==> src/rtl/video_pkg.sv <==
// Shared types and constants for the YCbCr 4:2:2 -> RGB888 converter.
// Holds the pair phase enum, BT.601 coefficients for both ranges and datapath widths.
`timescale 1ns/1ps
package video_pkg;

  typedef enum logic [1:0] {
    PH_CB = 2'd0,
    PH_Y0 = 2'd1,
    PH_CR = 2'd2,
    PH_Y1 = 2'd3
  } phase_e;

  localparam int CW = 9;   // centred component
  localparam int PW = 19;  // single product
  localparam int SW = 21;  // matrix sum

  localparam int LR_KY  = 298;
  localparam int LR_RCR = 409;
  localparam int LR_GCB = 100;
  localparam int LR_GCR = 208;
  localparam int LR_BCB = 516;

  localparam int FR_KY  = 256;
  localparam int FR_RCR = 359;
  localparam int FR_GCB = 88;
  localparam int FR_GCR = 183;
  localparam int FR_BCB = 454;

  function automatic logic [7:0] clamp_u8(input logic signed [SW-1:0] v);
    if (v < 0)        return 8'd0;
    else if (v > 255) return 8'd255;
    else              return v[7:0];
  endfunction

endpackage

==> src/rtl/ycbcr422_to_rgb888_if.sv <==
// RGB888 pixel stream bundle between the colour core and the output port.
// Valid/ready: a pixel moves on a clock edge where tvalid && tready; while tvalid is high and tready low, tdata/tuser/tlast hold.
`timescale 1ns/1ps
interface ycbcr422_to_rgb888_if;
  logic [23:0] tdata;
  logic        tvalid;
  logic        tready;
  logic        tuser;
  logic        tlast;

  modport master (output tdata, output tvalid, output tuser, output tlast, input tready);
  modport slave  (input tdata, input tvalid, input tuser, input tlast, output tready);
endinterface

==> src/rtl/ycbcr2rgb_core.sv <==
// Three-stage BT.601 colour matrix: centre, multiply, round/shift/clamp.
// The whole pipe, including sideband, freezes while stall_i is high.
`timescale 1ns/1ps
module ycbcr2rgb_core
  import video_pkg::*;
#(
  parameter bit FULL_RANGE = 1'b0,
  parameter int COEF_FRAC  = 8
) (
  input  logic       clk_i,
  input  logic       rst_ni,
  input  logic       stall_i,
  input  logic       valid_i,
  input  logic [7:0] y_i,
  input  logic [7:0] cb_i,
  input  logic [7:0] cr_i,
  input  logic       user_i,
  input  logic       last_i,
  ycbcr422_to_rgb888_if.master m_o
);

  localparam int KY    = FULL_RANGE ? FR_KY  : LR_KY;
  localparam int RCR   = FULL_RANGE ? FR_RCR : LR_RCR;
  localparam int GCB   = FULL_RANGE ? FR_GCB : LR_GCB;
  localparam int GCR   = FULL_RANGE ? FR_GCR : LR_GCR;
  localparam int BCB   = FULL_RANGE ? FR_BCB : LR_BCB;
  localparam int Y_OFF = FULL_RANGE ? 0 : 16;

  localparam logic signed [PW-1:0] K_Y   = PW'(KY);
  localparam logic signed [PW-1:0] K_RCR = PW'(RCR);
  localparam logic signed [PW-1:0] K_GCB = PW'(GCB);
  localparam logic signed [PW-1:0] K_GCR = PW'(GCR);
  localparam logic signed [PW-1:0] K_BCB = PW'(BCB);
  localparam logic signed [SW-1:0] RND   = SW'(1 << (COEF_FRAC - 1));

  logic signed [CW-1:0] y_c, cb_c, cr_c;
  logic                 s1_v_q, s1_user_q, s1_last_q;
  logic signed [CW-1:0] s1_y_q, s1_cb_q, s1_cr_q;
  logic signed [PW-1:0] py_d, rcr_d, gcb_d, gcr_d, bcb_d;
  logic                 s2_v_q, s2_user_q, s2_last_q;
  logic signed [PW-1:0] s2_py_q, s2_rcr_q, s2_gcb_q, s2_gcr_q, s2_bcb_q;
  logic signed [SW-1:0] r_sum, g_sum, b_sum;
  logic [23:0]          rgb_d;

  assign y_c  = $signed({1'b0, y_i})  - $signed(CW'(Y_OFF));
  assign cb_c = $signed({1'b0, cb_i}) - $signed(CW'(128));
  assign cr_c = $signed({1'b0, cr_i}) - $signed(CW'(128));

  assign py_d  = K_Y   * PW'(s1_y_q);
  assign rcr_d = K_RCR * PW'(s1_cr_q);
  assign gcb_d = K_GCB * PW'(s1_cb_q);
  assign gcr_d = K_GCR * PW'(s1_cr_q);
  assign bcb_d = K_BCB * PW'(s1_cb_q);

  assign r_sum = SW'(s2_py_q) + SW'(s2_rcr_q) + RND;
  assign g_sum = SW'(s2_py_q) - SW'(s2_gcb_q) - SW'(s2_gcr_q) + RND;
  assign b_sum = SW'(s2_py_q) + SW'(s2_bcb_q) + RND;
  assign rgb_d = {clamp_u8(r_sum >>> COEF_FRAC),
                  clamp_u8(g_sum >>> COEF_FRAC),
                  clamp_u8(b_sum >>> COEF_FRAC)};

  always_ff @(posedge clk_i or negedge rst_ni) begin
    if (!rst_ni) begin
      s1_v_q <= 1'b0; s1_user_q <= 1'b0; s1_last_q <= 1'b0;
      s1_y_q <= '0;   s1_cb_q   <= '0;   s1_cr_q   <= '0;
      s2_v_q <= 1'b0; s2_user_q <= 1'b0; s2_last_q <= 1'b0;
      s2_py_q <= '0; s2_rcr_q <= '0; s2_gcb_q <= '0; s2_gcr_q <= '0; s2_bcb_q <= '0;
      m_o.tvalid <= 1'b0; m_o.tdata <= '0; m_o.tuser <= 1'b0; m_o.tlast <= 1'b0;
    end else if (!stall_i) begin
      s1_v_q <= valid_i; s1_user_q <= user_i; s1_last_q <= last_i;
      s1_y_q <= y_c;     s1_cb_q   <= cb_c;   s1_cr_q   <= cr_c;
      s2_v_q <= s1_v_q;  s2_user_q <= s1_user_q; s2_last_q <= s1_last_q;
      s2_py_q <= py_d; s2_rcr_q <= rcr_d; s2_gcb_q <= gcb_d; s2_gcr_q <= gcr_d; s2_bcb_q <= bcb_d;
      m_o.tvalid <= s2_v_q; m_o.tdata <= rgb_d; m_o.tuser <= s2_user_q; m_o.tlast <= s2_last_q;
    end
  end

endmodule

==> src/rtl/ycbcr422_to_rgb888.sv <==
// YCbCr 4:2:2 AXI4-Stream to RGB888: pair-phase tracking, chroma capture,
// alignment checking and stream handshake around the colour core.
`timescale 1ns/1ps
module ycbcr422_to_rgb888
  import video_pkg::*;
#(
  parameter bit FULL_RANGE = 1'b0,
  parameter int COEF_FRAC  = 8
) (
  input  logic        axi_clk_i,
  input  logic        axi_rstn_i,
  input  logic        en_i,
  input  logic [7:0]  s_axis_tdata,
  input  logic        s_axis_tvalid,
  output logic        s_axis_tready,
  input  logic        s_axis_tuser,
  input  logic        s_axis_tlast,
  output logic [23:0] m_axis_tdata,
  output logic        m_axis_tvalid,
  input  logic        m_axis_tready,
  output logic        m_axis_tuser,
  output logic        m_axis_tlast,
  output logic        err_o,
  input  logic        err_clr_i
);

  ycbcr422_to_rgb888_if pix_if ();

  phase_e     phase_q, phase_d, eff_ph;
  logic       run_q, adv, fire, err_set, err_q;
  logic [7:0] cb_q, y0_q, cr_q;
  logic       sof_q;
  logic       iss_v_q, iss_v_d, iss_user_q, iss_user_d, iss_last_q, iss_last_d;
  logic [7:0] iss_y_q, iss_y_d, iss_cb_q, iss_cr_q, iss_cr_d;

  // run_q keeps tready low while reset is asserted, even with en_i high.
  assign adv           = !pix_if.tvalid || pix_if.tready;
  assign s_axis_tready = adv && en_i && run_q;
  assign fire          = s_axis_tvalid && s_axis_tready;
  assign eff_ph        = s_axis_tuser ? PH_CB : phase_q;

  always_comb begin
    phase_d    = phase_q;
    err_set    = 1'b0;
    iss_v_d    = 1'b0;
    iss_y_d    = s_axis_tdata;
    iss_cr_d   = cr_q;
    iss_user_d = 1'b0;
    iss_last_d = 1'b0;
    if (!en_i) begin
      phase_d = PH_CB;
    end else if (fire) begin
      if (s_axis_tlast && eff_ph != PH_Y1) begin
        err_set = 1'b1;
        phase_d = PH_CB;
      end else begin
        case (eff_ph)
          PH_CB: phase_d = PH_Y0;
          PH_Y0: phase_d = PH_CR;
          PH_CR: begin
            phase_d    = PH_Y1;
            iss_v_d    = 1'b1;
            iss_y_d    = y0_q;
            iss_cr_d   = s_axis_tdata;
            iss_user_d = sof_q;
          end
          default: begin
            phase_d    = PH_CB;
            iss_v_d    = 1'b1;
            iss_last_d = s_axis_tlast;
          end
        endcase
      end
    end
  end

  always_ff @(posedge axi_clk_i or negedge axi_rstn_i) begin
    if (!axi_rstn_i) begin
      run_q   <= 1'b0;
      phase_q <= PH_CB;
      err_q   <= 1'b0;
    end else begin
      run_q   <= 1'b1;
      phase_q <= phase_d;
      if (err_clr_i)    err_q <= 1'b0;
      else if (err_set) err_q <= 1'b1;
    end
  end

  always_ff @(posedge axi_clk_i or negedge axi_rstn_i) begin
    if (!axi_rstn_i) begin
      cb_q <= '0; y0_q <= '0; cr_q <= '0; sof_q <= 1'b0;
    end else if (fire) begin
      case (eff_ph)
        PH_CB: begin cb_q <= s_axis_tdata; sof_q <= s_axis_tuser; end
        PH_Y0: y0_q <= s_axis_tdata;
        PH_CR: cr_q <= s_axis_tdata;
        default: ;
      endcase
    end
  end

  // Issue register: the first pipe slot, frozen with the rest of the pipe.
  always_ff @(posedge axi_clk_i or negedge axi_rstn_i) begin
    if (!axi_rstn_i) begin
      iss_v_q <= 1'b0; iss_user_q <= 1'b0; iss_last_q <= 1'b0;
      iss_y_q <= '0;   iss_cb_q   <= '0;   iss_cr_q   <= '0;
    end else if (adv) begin
      iss_v_q <= iss_v_d; iss_user_q <= iss_user_d; iss_last_q <= iss_last_d;
      iss_y_q <= iss_y_d; iss_cb_q   <= cb_q;       iss_cr_q   <= iss_cr_d;
    end
  end

  ycbcr2rgb_core #(
    .FULL_RANGE (FULL_RANGE),
    .COEF_FRAC  (COEF_FRAC)
  ) u_core (
    .clk_i   (axi_clk_i),
    .rst_ni  (axi_rstn_i),
    .stall_i (!adv),
    .valid_i (iss_v_q),
    .y_i     (iss_y_q),
    .cb_i    (iss_cb_q),
    .cr_i    (iss_cr_q),
    .user_i  (iss_user_q),
    .last_i  (iss_last_q),
    .m_o     (pix_if)
  );

  assign pix_if.tready = m_axis_tready;
  assign m_axis_tdata  = pix_if.tdata;
  assign m_axis_tvalid = pix_if.tvalid;
  assign m_axis_tuser  = pix_if.tuser;
  assign m_axis_tlast  = pix_if.tlast;
  assign err_o         = err_q;

endmodule

==> config.mk <==
export PLATFORM = sky130hd
export DESIGN_NAME = ycbcr422_to_rgb888
export DESIGN_NICKNAME = d
export VERILOG_FILES = /design/src/rtl/video_pkg.sv /design/src/rtl/ycbcr422_to_rgb888_if.sv /design/src/rtl/ycbcr2rgb_core.sv /design/src/rtl/ycbcr422_to_rgb888.sv
export SDC_FILE = /design/constraint.sdc
export NUM_CORES = 1
export LEC_CHECK = 0
export CAP_MARGIN = 20
export CORE_MARGIN = 2
export CORE_UTILIZATION = 60
export DETAILED_ROUTE_END_ITERATION = 10
export GPL_TIMING_DRIVEN = 0
export PLACE_DENSITY = 0.8
export SLEW_MARGIN = 40
export SYNTH_ARGS = -nofsm -noshare
export SYNTH_HDL_FRONTEND = slang
export SYNTH_SLANG_ARGS = --single-unit
==> constraint.sdc <==
create_clock -name axi_clk_i -period 13.2 [get_ports axi_clk_i]
set_clock_uncertainty 0.15 [all_clocks]
set_input_delay 2.64 -clock axi_clk_i [delete_from_list [all_inputs] [get_ports axi_clk_i]]
set_output_delay 2.64 -clock axi_clk_i [all_outputs]
set_load 0.03 [all_outputs]
==> results of run 1 <==
state kept, by name, indices dropped and copies added (netlist names), 9 cells and up:
name / count
u_core.s2_gcr_q: 12
u_core.s2_py_q: 18
u_core.m_o.tdata: 24
u_core.s1_y_q: 9
u_core.s2_rcr_q: 19
u_core.s2_bcb_q: 14
u_core.s2_gcb_q: 15
power by group:
group	switching (mW)	internal, mW
combinational	1.18	0.921
clock	0.269	0.261
sequential	0.121	0.718
worst paths after layout:
kind | cells past startpoint | endpoint | slack (ns)
max | 4 | s_axis_tready | 6.10
min | 1 | u_core.s1_cb_q[7] | 0.30
min in group asynchronous | 1 | run_q | 1.85
max in group asynchronous | 3 | cb_q[3] | 10.14
max reg2reg | 16 | u_core.s2_rcr_q[18] | 8.19
min reg2reg | 1 | u_core.s1_cb_q[7] | 0.30
critical path, stage by stage:
cell and delay, ns:
clkdlybuf4s50_1 0.47, nand2b_1 0.28, and3_1 0.24, clkdlybuf4s50_1 0.68
through the flow:
step           utilization  total power [mW]  setup WS [ns]  area [µm²]  instances
2_1_floorplan            -             2.395          7.302       14710       1523
3_3_place_gp        0.6433             2.801          1.417       15550       1891
3_5_place_dp        0.6470             2.880          6.098       15640       1894
4_1_cts             0.6720             3.443          6.089       16250       1926
5_1_grt             0.6720             3.742          6.034       16250       1926
6_report            0.6720             3.466          6.103       16250       1926
kinds of logic after synthesis:
group	count (synthesis)	share of synthesized area
fa+ha+maj	331	0.3086
mux	44	0.03207
simple gates	398	0.1166
xor+xnor	78	0.04645
compound gates	259	0.1131
other cells	1	0.0002550
buf+inv	220	0.05615
flops	192	0.3267
final cells by class:
type                            instances  share of cell area
Multi-Input combinational cell       1111              0.5587
Sequential cell                       192              0.2957
Inverter                              181             0.04181
Timing Repair Buffer                   47             0.03250
Clock buffer                           18             0.02703
Tap cell                              324             0.02495
Clock inverter                         14             0.01024
Buffer                                 39            0.009087
cells in the final DEF, fill, tap and decap left out, types with 17 or more instances in the layout:
| cell | count |
|---|---|
| fa_1 | 53 |
| ha_1 | 278 |
| nor2_1 | 77 |
| mux2i_1 | 19 |
| a21o_1 | 19 |
| a21oi_1 | 74 |
| mux2_2 | 23 |
| inv_1 | 181 |
| xnor2_1 | 47 |
| o21ai_0 | 72 |
| nand2_1 | 230 |
| clkdlybuf4s50_1 | 43 |
| clkbuf_16 | 17 |
| xor2_1 | 31 |
| dfrtp_1 | 192 |
| clkbuf_1 | 29 |
metal layers:
| metal | vias up | wire, µm |
|---|---|---|
| met5 | - | 0 |
| met4 | 0 | 1284 |
| met3 | 85 | 1865 |
| met2 | 332 | 16670 |
| met1 | 5427 | 14880 |
| li1 | 5295 | - |
==> results.py, run 1 <==
metrics = {
    "clock_network": {
        "postCtsSetupRepairBufs": 0,
        "numCtsBuffers": 17,
        "clk_latency_ns": 0.46,
        "cts_max_path_buffers": 2,
        "root_buffer": "clkbuf_16",
        "cts.clk_slew.worst_paths_ns": 0.08,
        "h-tree-depth": 4,
        "cts_resized": 0,
        "cts_sinks": 192,
        "hold_buffers": 0,
        "cts_tree": "yes",
    },
    "cells_and_area": {
        "drive_gt1_frac": 0.04744,
        "seqCellArea_um2": 4805,
        "multiInputGateArea_um2": 9077,
        "antenna_cells": 0,
        "nets": 1936,
        "area_growth_pct": 10.47,
        "n_fill_cell": 1829,
    },
    "sta": {
        "drv_slew": 0,
        "hold-worst-slack_ns": 0.2957,
        "worstMarginPinSlew_ns": 0.8357,
        "hold_viol": 0,
        "setup_viol": 0,
        "rsz0062_at_grt": "no",
        "min_period_ns": 7.097,
        "max_clock_freq_mhz": 140.9,
        "finalSetupTns_ns": 0,
        "slew_headroom": 0.4429,
        "period_share": 0.5376,
    },
    "synth": {
        "netlist_area_um2": 14710,
        "netlist_instances": 1523,
        "yosysSeqAreaShare": 0.3267,
        "synth-seq-cells": 192,
        "synth_top_area_cell": "dfrtp_1",
        "ys_types": 61,
        "synth_edf_count": 0,
        "synthTopCellsByArea": "dfrtp_1 (33%), ha_1 (24%), fa_1 (7.2%), nand2_1 (5.9%), inv_1 (4.6%)",
        "synth_flop_cell": "dfrtp_1",
        "yosysMostFrequentCell": "ha_1",
        "synthArstFlopShare": 1.000,
        "synth_top_area_frac": 0.3267,
        "synth_area_per_cell_um2": 9.657,
        "yosys-top-cells-count": "ha_1 (278), nand2_1 (230), dfrtp_1 (192)",
        "syn_nets": 1870,
        "synth-warning-count": 0,
    },
    "global_route": {
        "grt_start_max_net_pins": 73,
        "grtUsageMet3": 0.04907,
        "gr-max-usage-layer": "met2",
        "grt_pass1_vias": 11330,
        "grt.overflow.total": 0,
        "grt_pass1_wl_mm": 56.77,
        "met1_usage": 0.3543,
        "track_usage": 0.2804,
        "antenna_found_initial": 1,
        "use_met2": 0.4814,
    },
    "critical_path": {
        "reg2reg_from": "u_core.s1_cr_q[3]",
        "worstPathMaxFanout": 3,
        "worst_ep_arrival_time_ns": 4.31,
        "startpoint": "m_axis_tready",
        "worstPathRequired_ns": 10.41,
        "crit_path_end_kind": "output pin",
        "critPathKind": "input port to output pin",
        "start_kind": "input port",
    },
    "job": {
        "maxCapViolCount": 0,
    },
    "detailed_routing": {
        "wl_mm": 34.70,
        "avgViaCountPerCell": 5.783,
        "drc": 0,
        "drt.antenna.violating_nets": 0,
        "wl_per_cell_um": 18.02,
        "drtIter0Drc": 801,
        "drt_first_pass_iters": 7,
        "num_vias": 11140,
    },
    "place": {
        "dp_hpwl_mm": 27.01,
        "place_congestion": 0.8879,
        "port_buffers": 44,
    },
    "floorplan": {
        "initial_utilization": 0.6083,
        "core-area_um2": 24180,
        "dieArea_um2": 25780,
        "die_height_um": 160.6,
        "die_w_um": 160.6,
        "ios": 45,
        "placementRows": 57,
    },
    "power": {
        "leakagePower_nw": 8.549,
        "power_density_nw_per_um2": 213.3,
        "ir_worst_vdd_uv": 166.3,
    },
    "min_path": {
        "hp-class": "flop to flop",
        "holdCritStartpoint": "iss_cb_q[7]",
    },
    "outcome": {
        "outcome": "finished, final reports clean",
    },
}
No activity file was read; power rests on OpenSTA's default activity.
==> inputs of run 2 (changes only) <==
--- a/config.mk
+++ b/config.mk
@@ -7,7 +7,7 @@
 export LEC_CHECK = 0
 export CAP_MARGIN = 20
 export CORE_MARGIN = 2
-export CORE_UTILIZATION = 60
+export CORE_UTILIZATION = 57
 export DETAILED_ROUTE_END_ITERATION = 10
 export GPL_TIMING_DRIVEN = 0
 export PLACE_DENSITY = 0.8
==> constraint.sdc (replaced) <==
create_clock -name axi_clk_i -period 6.3 [get_ports axi_clk_i]
set_clock_uncertainty 0.15 [all_clocks]
set_input_delay 1.26 -clock axi_clk_i [delete_from_list [all_inputs] [get_ports axi_clk_i]]
set_output_delay 1.26 -clock axi_clk_i [all_outputs]
set_load 0.03 [all_outputs]
==> run 2 against run 1 <==
Power increased by 110%. Combinational power increased by 110%. Sequential share of layout area increased by 0.11 points. Sequential power increased by 110%. Die area increased by 5.1%. Global-route usage decreased by 0.97 points. Design area decreased by 0.38%. Flip-flop and latch count unchanged. Via count decreased by 0.60%. Clock-buffer cell count unchanged. Hold slack improved by 0.013 ns. Critical endpoint is now u_core.s2_rcr_q[18]. Largest cell class unchanged. Highest routed layer unchanged.
==> results.py, run 2 (synthesis results as in run 1) <==
metrics = {
    "outcome": {
        "outcome": "finished, final reports clean",
    },
    "cells_and_area": {
        "antenna_cells": 0,
        "top_regs": "u_core.m_o.tdata x24, u_core.s2_rcr_q x19, u_core.s2_py_q x18",
        "nets": 1935,
        "largest-register": "u_core.m_o.tdata",
        "final_core_util": 0.6410,
        "layout_common_cells": "ha_1 (278), nand2_1 (230), dfrtp_1 (192)",
        "drive_gt1_frac": 0.04628,
        "area_growth_pct": 10.06,
        "multiInputGateArea_um2": 9077,
        "largest_reg_flops": 24,
        "n_fill_cell": 2010,
        "seqCellArea_um2": 4805,
        "layout_commonest_cell": "ha_1",
    },
    "clock_network": {
        "hold_buffers": 0,
        "cts_tree": "yes",
        "numCtsBuffers": 17,
        "cts_resized": 0,
        "cts.clk_slew.worst_paths_ns": 0.07,
        "postCtsSetupRepairBufs": 0,
        "clk_latency_ns": 0.44,
        "root_buffer": "clkbuf_16",
        "h-tree-depth": 4,
        "cts_sinks": 192,
        "cts_max_path_buffers": 2,
    },
    "critical_path": {
        "worstPathRequired_ns": 6.44,
        "crit_slowest_cell": "fa_1",
        "crit_chain": "ha_1 > ha_1 > inv_1 > fa_1 > fa_1 > inv_1 > ha_1 > fa_1 > a21o_1 > a21oi_1 > nor2b_1 > nor4_1 > o31ai_1 > o41a_1 > xnor2_1 > o21ai_0",
        "worstPathMaxFanout": 7,
        "worst_ep_arrival_time_ns": 5.25,
        "start_kind": "flop",
        "worstReg2RegEnd": "u_core.s2_rcr_q[18]",
        "ff2ff_setup_slack_ns": 1.18,
        "max_stage_delay_ns": 0.53,
        "r2r_cells": 16,
        "reg2reg_from": "u_core.s1_cr_q[3]",
        "crit_path_end_kind": "flop",
        "critPathKind": "flop to flop",
    },
    "floorplan": {
        "ios": 45,
        "die_w_um": 164.6,
        "core-area_um2": 25250,
        "dieArea_um2": 27100,
        "initial_utilization": 0.5824,
        "die_height_um": 164.6,
        "placementRows": 58,
    },
    "power": {
        "power_density_nw_per_um2": 447.0,
        "ir_worst_vdd_uv": 480.3,
        "p_total_mw": 7.236,
        "leakagePower_nw": 8.510,
    },
    "sta": {
        "min_period_ns": 5.116,
        "rsz0062_at_grt": "no",
        "worstMarginPinSlew_ns": 0.8011,
        "setup_viol": 0,
        "period_share": 0.8121,
        "finalSetupTns_ns": 0,
        "setup_ws_ns": 1.184,
        "slew_headroom": 0.4659,
        "max_clock_freq_mhz": 195.5,
        "hold_viol": 0,
        "drv_slew": 0,
    },
    "detailed_routing": {
        "drc": 0,
        "avgViaCountPerCell": 5.740,
        "drt.antenna.violating_nets": 0,
        "wl_mm": 34.66,
        "drt_first_pass_iters": 5,
        "drtIter0Drc": 750,
        "wl_per_cell_um": 17.97,
        "num_vias": 11070,
    },
    "min_path": {
        "min_to": "u_core.s1_cb_q[7]",
        "holdCritStartpoint": "iss_cb_q[7]",
        "worstHoldPathCells": 1,
        "hp-class": "flop to flop",
    },
    "global_route": {
        "grt.overflow.total": 0,
        "grt_pass1_wl_mm": 56.97,
        "track_usage": 0.2707,
        "antenna_found_initial": 0,
        "grt_start_max_net_pins": 78,
        "grt_pass1_vias": 11330,
    },
    "job": {
        "maxCapViolCount": 0,
    },
    "place": {
        "port_buffers": 44,
        "dp_hpwl_mm": 27.20,
        "place_congestion": 0.9557,
        "dp_slack_ns": 1.235,
    },
}
-- run 2: cell types whose count changed in the layout (fill, tap and decap cells not counted), sizes merged --
| cell | delta |
|---|---|
| clkinvlp | +3 |
| clkinv | -5 |
| buf | -1 |
-- run 2: stage by stage --
stage | std cells | instance area [µm²] | hold slack (ns)
2_1_floorplan | 1523 | 14710 | 0.2678
6_report | 1929 | 16190 | 0.3086
3_3_place_gp | 1897 | 15560 | 0.2870
5_1_grt | 1929 | 16190 | 0.3293
4_1_cts | 1929 | 16190 | 0.3116
3_5_place_dp | 1899 | 15620 | 0.3031
-- run 2: final cells by class --
cell class	instances	share of cell area
flip-flops and latches	192	0.2968
plain buffers	39	0.009198
clock inverters	12	0.007652
inverters	181	0.04197
repair buffers	46	0.03092
clock buffers	18	0.02713
multi-input cells	1111	0.5608
well taps	330	0.02551
-- run 2: how the worst max path moves through the flow --
stage / slack [ns] / depth (start not counted) / end / startpoint
final: 1.18 / 16 / u_core.s2_rcr_q[18] / u_core.s1_cr_q[3]
after global routing: 0.93 / 15 / u_core.s2_rcr_q[18] / u_core.s1_cr_q[7]
after CTS: 1.20 / 16 / u_core.s2_rcr_q[18] / u_core.s1_cr_q[3]
after detailed placement: 1.23 / 16 / u_core.s2_rcr_q[18] / u_core.s1_cr_q[3]
after global placement: -3.94 / 1 / u_core.m_o.tdata[21] / axi_rstn_i
after floorplan: 1.82 / 16 / u_core.s2_rcr_q[18] / u_core.s1_cr_q[3]
-- run 2: where the power goes --
group	internal, mW	leakage (nW)	switching, mW
Clock	0.531	0.267	0.530
Combinational	1.93	5.87	2.49
Sequential	1.50	2.37	0.251
Total	3.96	8.51	3.27
-- run 2: critical path, delay by kind of cell, from the launching register on --
| family | cells | cell delay (ns) |
|---|---|---|
| AO/OA/AOI/OAI | 5 | 1.08 |
| adder cells (fa/ha/maj) | 6 | 2.50 |
| flip-flops | 1 | 0.49 |
| AND/OR/NAND/NOR | 2 | 0.44 |
| XOR/XNOR | 1 | 0.20 |
| buffers and inverters | 2 | 0.10 |
-- run 2: metal layers --
layer,global-route usage,vias to the layer above,share of wire
li1,-,5304,-
met1,0.3464,5379,0.43
met4,0.1115,0,0.040
met3,0.04445,83,0.049
met5,0,-,0
met2,0.4578,306,0.48
==> inputs of run 3 (changes only) <==
--- a/config.mk
+++ b/config.mk
@@ -7,7 +7,7 @@
 export LEC_CHECK = 0
 export CAP_MARGIN = 20
 export CORE_MARGIN = 2
-export CORE_UTILIZATION = 57
+export CORE_UTILIZATION = 60
 export DETAILED_ROUTE_END_ITERATION = 10
 export GPL_TIMING_DRIVEN = 0
 export PLACE_DENSITY = 0.8
==> constraint.sdc (replaced) <==
create_clock -name axi_clk_i -period 5 [get_ports axi_clk_i]
set_clock_uncertainty 0.15 [all_clocks]
set_input_delay 1 -clock axi_clk_i [delete_from_list [all_inputs] [get_ports axi_clk_i]]
set_output_delay 1 -clock axi_clk_i [all_outputs]
set_load 0.03 [all_outputs]
==> run 3 against run 2 <==
Sequential share of layout area down 0.19 points. Via count about the same. Flip-flop and latch count stayed put. Critical endpoint is now u_core.s2_py_q[18]. Largest power group unchanged.
==> results.py, run 3 (synthesis results as in run 1) <==
metrics = {
    "cells_and_area": {
        "n_fill_cell": 1813,
        "final_cells": 1926,
        "drive_gt1_frac": 0.05368,
        "largest-register": "u_core.m_o.tdata",
        "top_regs": "u_core.m_o.tdata x24, u_core.s2_rcr_q x19, u_core.s2_py_q x18",
        "layout_common_cells": "ha_1 (277), nand2_1 (230), dfrtp_1 (190)",
        "layout_commonest_cell": "ha_1",
        "largest_reg_flops": 24,
        "antenna_cells": 0,
        "final_core_util": 0.6743,
        "nets": 1936,
        "area_growth_pct": 10.84,
    },
    "global_route": {
        "grt_pass1_vias": 11330,
        "track_usage": 0.2803,
        "antenna_found_initial": 1,
        "grt_start_max_net_pins": 73,
        "grt_pass1_wl_mm": 56.76,
        "grt.overflow.total": 0,
    },
    "detailed_routing": {
        "wl_per_cell_um": 18.02,
        "drc": 0,
        "drtIter0Drc": 813,
        "drt_first_pass_iters": 6,
        "drt.antenna.violating_nets": 0,
        "avgViaCountPerCell": 5.748,
        "wl_mm": 34.71,
        "num_vias": 11070,
    },
    "clock_network": {
        "numCtsBuffers": 17,
        "cts_max_path_buffers": 2,
        "root_buffer": "clkbuf_16",
        "clk_latency_ns": 0.46,
        "postCtsSetupRepairBufs": 0,
        "cts_sinks": 192,
        "hold_buffers": 0,
        "h-tree-depth": 4,
        "cts_tree": "yes",
        "cts.clk_slew.worst_paths_ns": 0.08,
    },
    "sta": {
        "setup_viol": 0,
        "drv_slew": 0,
        "hold_viol": 0,
        "min_period_ns": 4.715,
        "period_share": 0.9431,
        "slew_headroom": 0.4194,
        "max_clock_freq_mhz": 212.1,
        "finalSetupTns_ns": 0,
        "rsz0062_at_grt": "no",
        "worstMarginPinSlew_ns": 0.8710,
    },
    "power": {
        "pwr-share-seq": 0.242,
        "leakagePower_nw": 8.569,
        "pwr-share-comb": 0.606,
        "p_total_mw": 9.148,
        "p_sw_frac": 0.4514,
        "ir_worst_vdd_uv": 436.1,
        "p_int_mw": 5.019,
        "power_frac_clock": 0.152,
        "power_density_nw_per_um2": 561.2,
        "switchingPower_mw": 4.129,
    },
    "job": {
        "maxCapViolCount": 0,
    },
    "critical_path": {
        "worstPathRequired_ns": 5.16,
        "crit_chain": "ha_1 > ha_1 > inv_1 > fa_1 > fa_1 > inv_1 > ha_1 > ha_1 > a21o_1 > a21oi_1 > nor2b_1 > nor4_2 > o31ai_1 > o41ai_2 > xor2_1 > o21ai_0",
        "worstReg2RegEnd": "u_core.s2_py_q[18]",
        "max_stage_delay_ns": 0.55,
        "reg2reg_from": "u_core.s1_y_q[3]",
        "crit_top_cell": "ha_1",
        "ff2ff_setup_slack_ns": 0.28,
        "crit_slowest_cell": "fa_1",
        "critPathKind": "flop to flop",
        "crit_family": "adder cells",
        "r2r_cells": 16,
        "start_kind": "flop",
        "cp.depth": 16,
        "path_buf_inv": 2,
        "worst_ep_arrival_time_ns": 4.87,
        "crit_path_end_kind": "flop",
        "worstPathMaxFanout": 4,
    },
    "floorplan": {
        "placementRows": 57,
        "die_w_um": 160.6,
        "die_height_um": 160.6,
        "ios": 45,
        "core-area_um2": 24180,
        "dieArea_um2": 25780,
        "initial_utilization": 0.6083,
    },
    "place": {
        "dp_hpwl_mm": 27.01,
        "place_congestion": 0.8879,
        "port_buffers": 44,
        "dp_cells": 1894,
    },
    "min_path": {
        "hp-class": "input port to async pin",
    },
    "outcome": {
        "outcome": "finished, final reports clean",
    },
}
==> run 3: cell types whose count changed in the layout (fill, tap and decap cells not counted), sizes merged <==
cell / change
buf: +1
clkinv: +5
clkinvlp: -3
==> run 3: area by class of cell <==
cell class	instances	area [µm²]	area share
Buffer	39	147.6	0.009057
Clock buffer	18	439.2	0.02694
Clock inverter	14	166.4	0.01021
Inverter	181	679.4	0.04168
Multi-Input combinational cell	1111	9129	0.5600
Sequential cell	192	4807	0.2949
Tap cell	324	405.4	0.02487
Timing Repair Buffer	47	528.0	0.03239
==> run 3: worst max-delay path by stage <==
stage / to / startpoint / slack (ns)
after global routing: u_core.s2_py_q[17] / u_core.s1_y_q[3] / 0.02
after CTS: u_core.s2_rcr_q[18] / u_core.s1_cr_q[3] / 0.09
after detailed placement: u_core.s2_rcr_q[18] / u_core.s1_cr_q[3] / 0.005
after floorplan: u_core.s2_rcr_q[18] / u_core.s1_cr_q[3] / 0.52
final: u_core.s2_py_q[18] / u_core.s1_y_q[3] / 0.28
after global placement: u_core.m_o.tdata[14] / axi_rstn_i / -5.14
==> run 3: power groups by stage <==
| stage | clock (mW) | sequential (mW) | combinational (mW) |
|---|---|---|---|
| floorplan | 0 | 2.30 | 4.03 |
| global placement | 0 | 2.23 | 5.17 |
| detailed placement | 0 | 2.24 | 5.36 |
| CTS | 1.41 | 2.21 | 5.47 |
| global route | 1.47 | 2.24 | 6.17 |
| finish | 1.39 | 2.21 | 5.54 |
==> run 3: repair_timing <==
action | in CTS | in global routing
endpoints found under the setup margin | 1 | 7
resized for setup | 1 | 9
pin swaps | 0 | 1
==> run 3: worst reg2reg max path: stages, from the launching register on <==
cell and delay, ns:
dfrtp_1 0.48, ha_1 0.36, ha_1 0.28, inv_1 0.04
fa_1 0.46, fa_1 0.55, inv_1 0.04, ha_1 0.34
ha_1 0.32, a21o_1 0.18, a21oi_1 0.22, nor2b_1 0.10
nor4_2 0.22, o31ai_1 0.18, o41ai_2 0.26, xor2_1 0.27
o21ai_0 0.11
==> run 3: per-layer routing <==
metal  part of all wire  vias up  track usage
li1                   -     5291            -
met1               0.43     5406       0.3541
met2               0.48      294       0.4814
met3              0.049       79      0.04907
met4              0.037        0       0.1097
met5                  0        -            0
==> run 3: stage by stage <==
| stage | setup slack [ns] | hold WS, ns | cell area, µm² |
|---|---|---|---|
| final | 0.2847 | 0.2062 | 16300 |
| after global routing | 0.01753 | 0.2064 | 16300 |
| after CTS | 0.09076 | 0.2066 | 16250 |
| after detailed placement | 0.004614 | 0.2895 | 15640 |
| after global placement | -5.143 | 0.2820 | 15550 |
| after floorplan | 0.5239 | 0.2678 | 14710 |
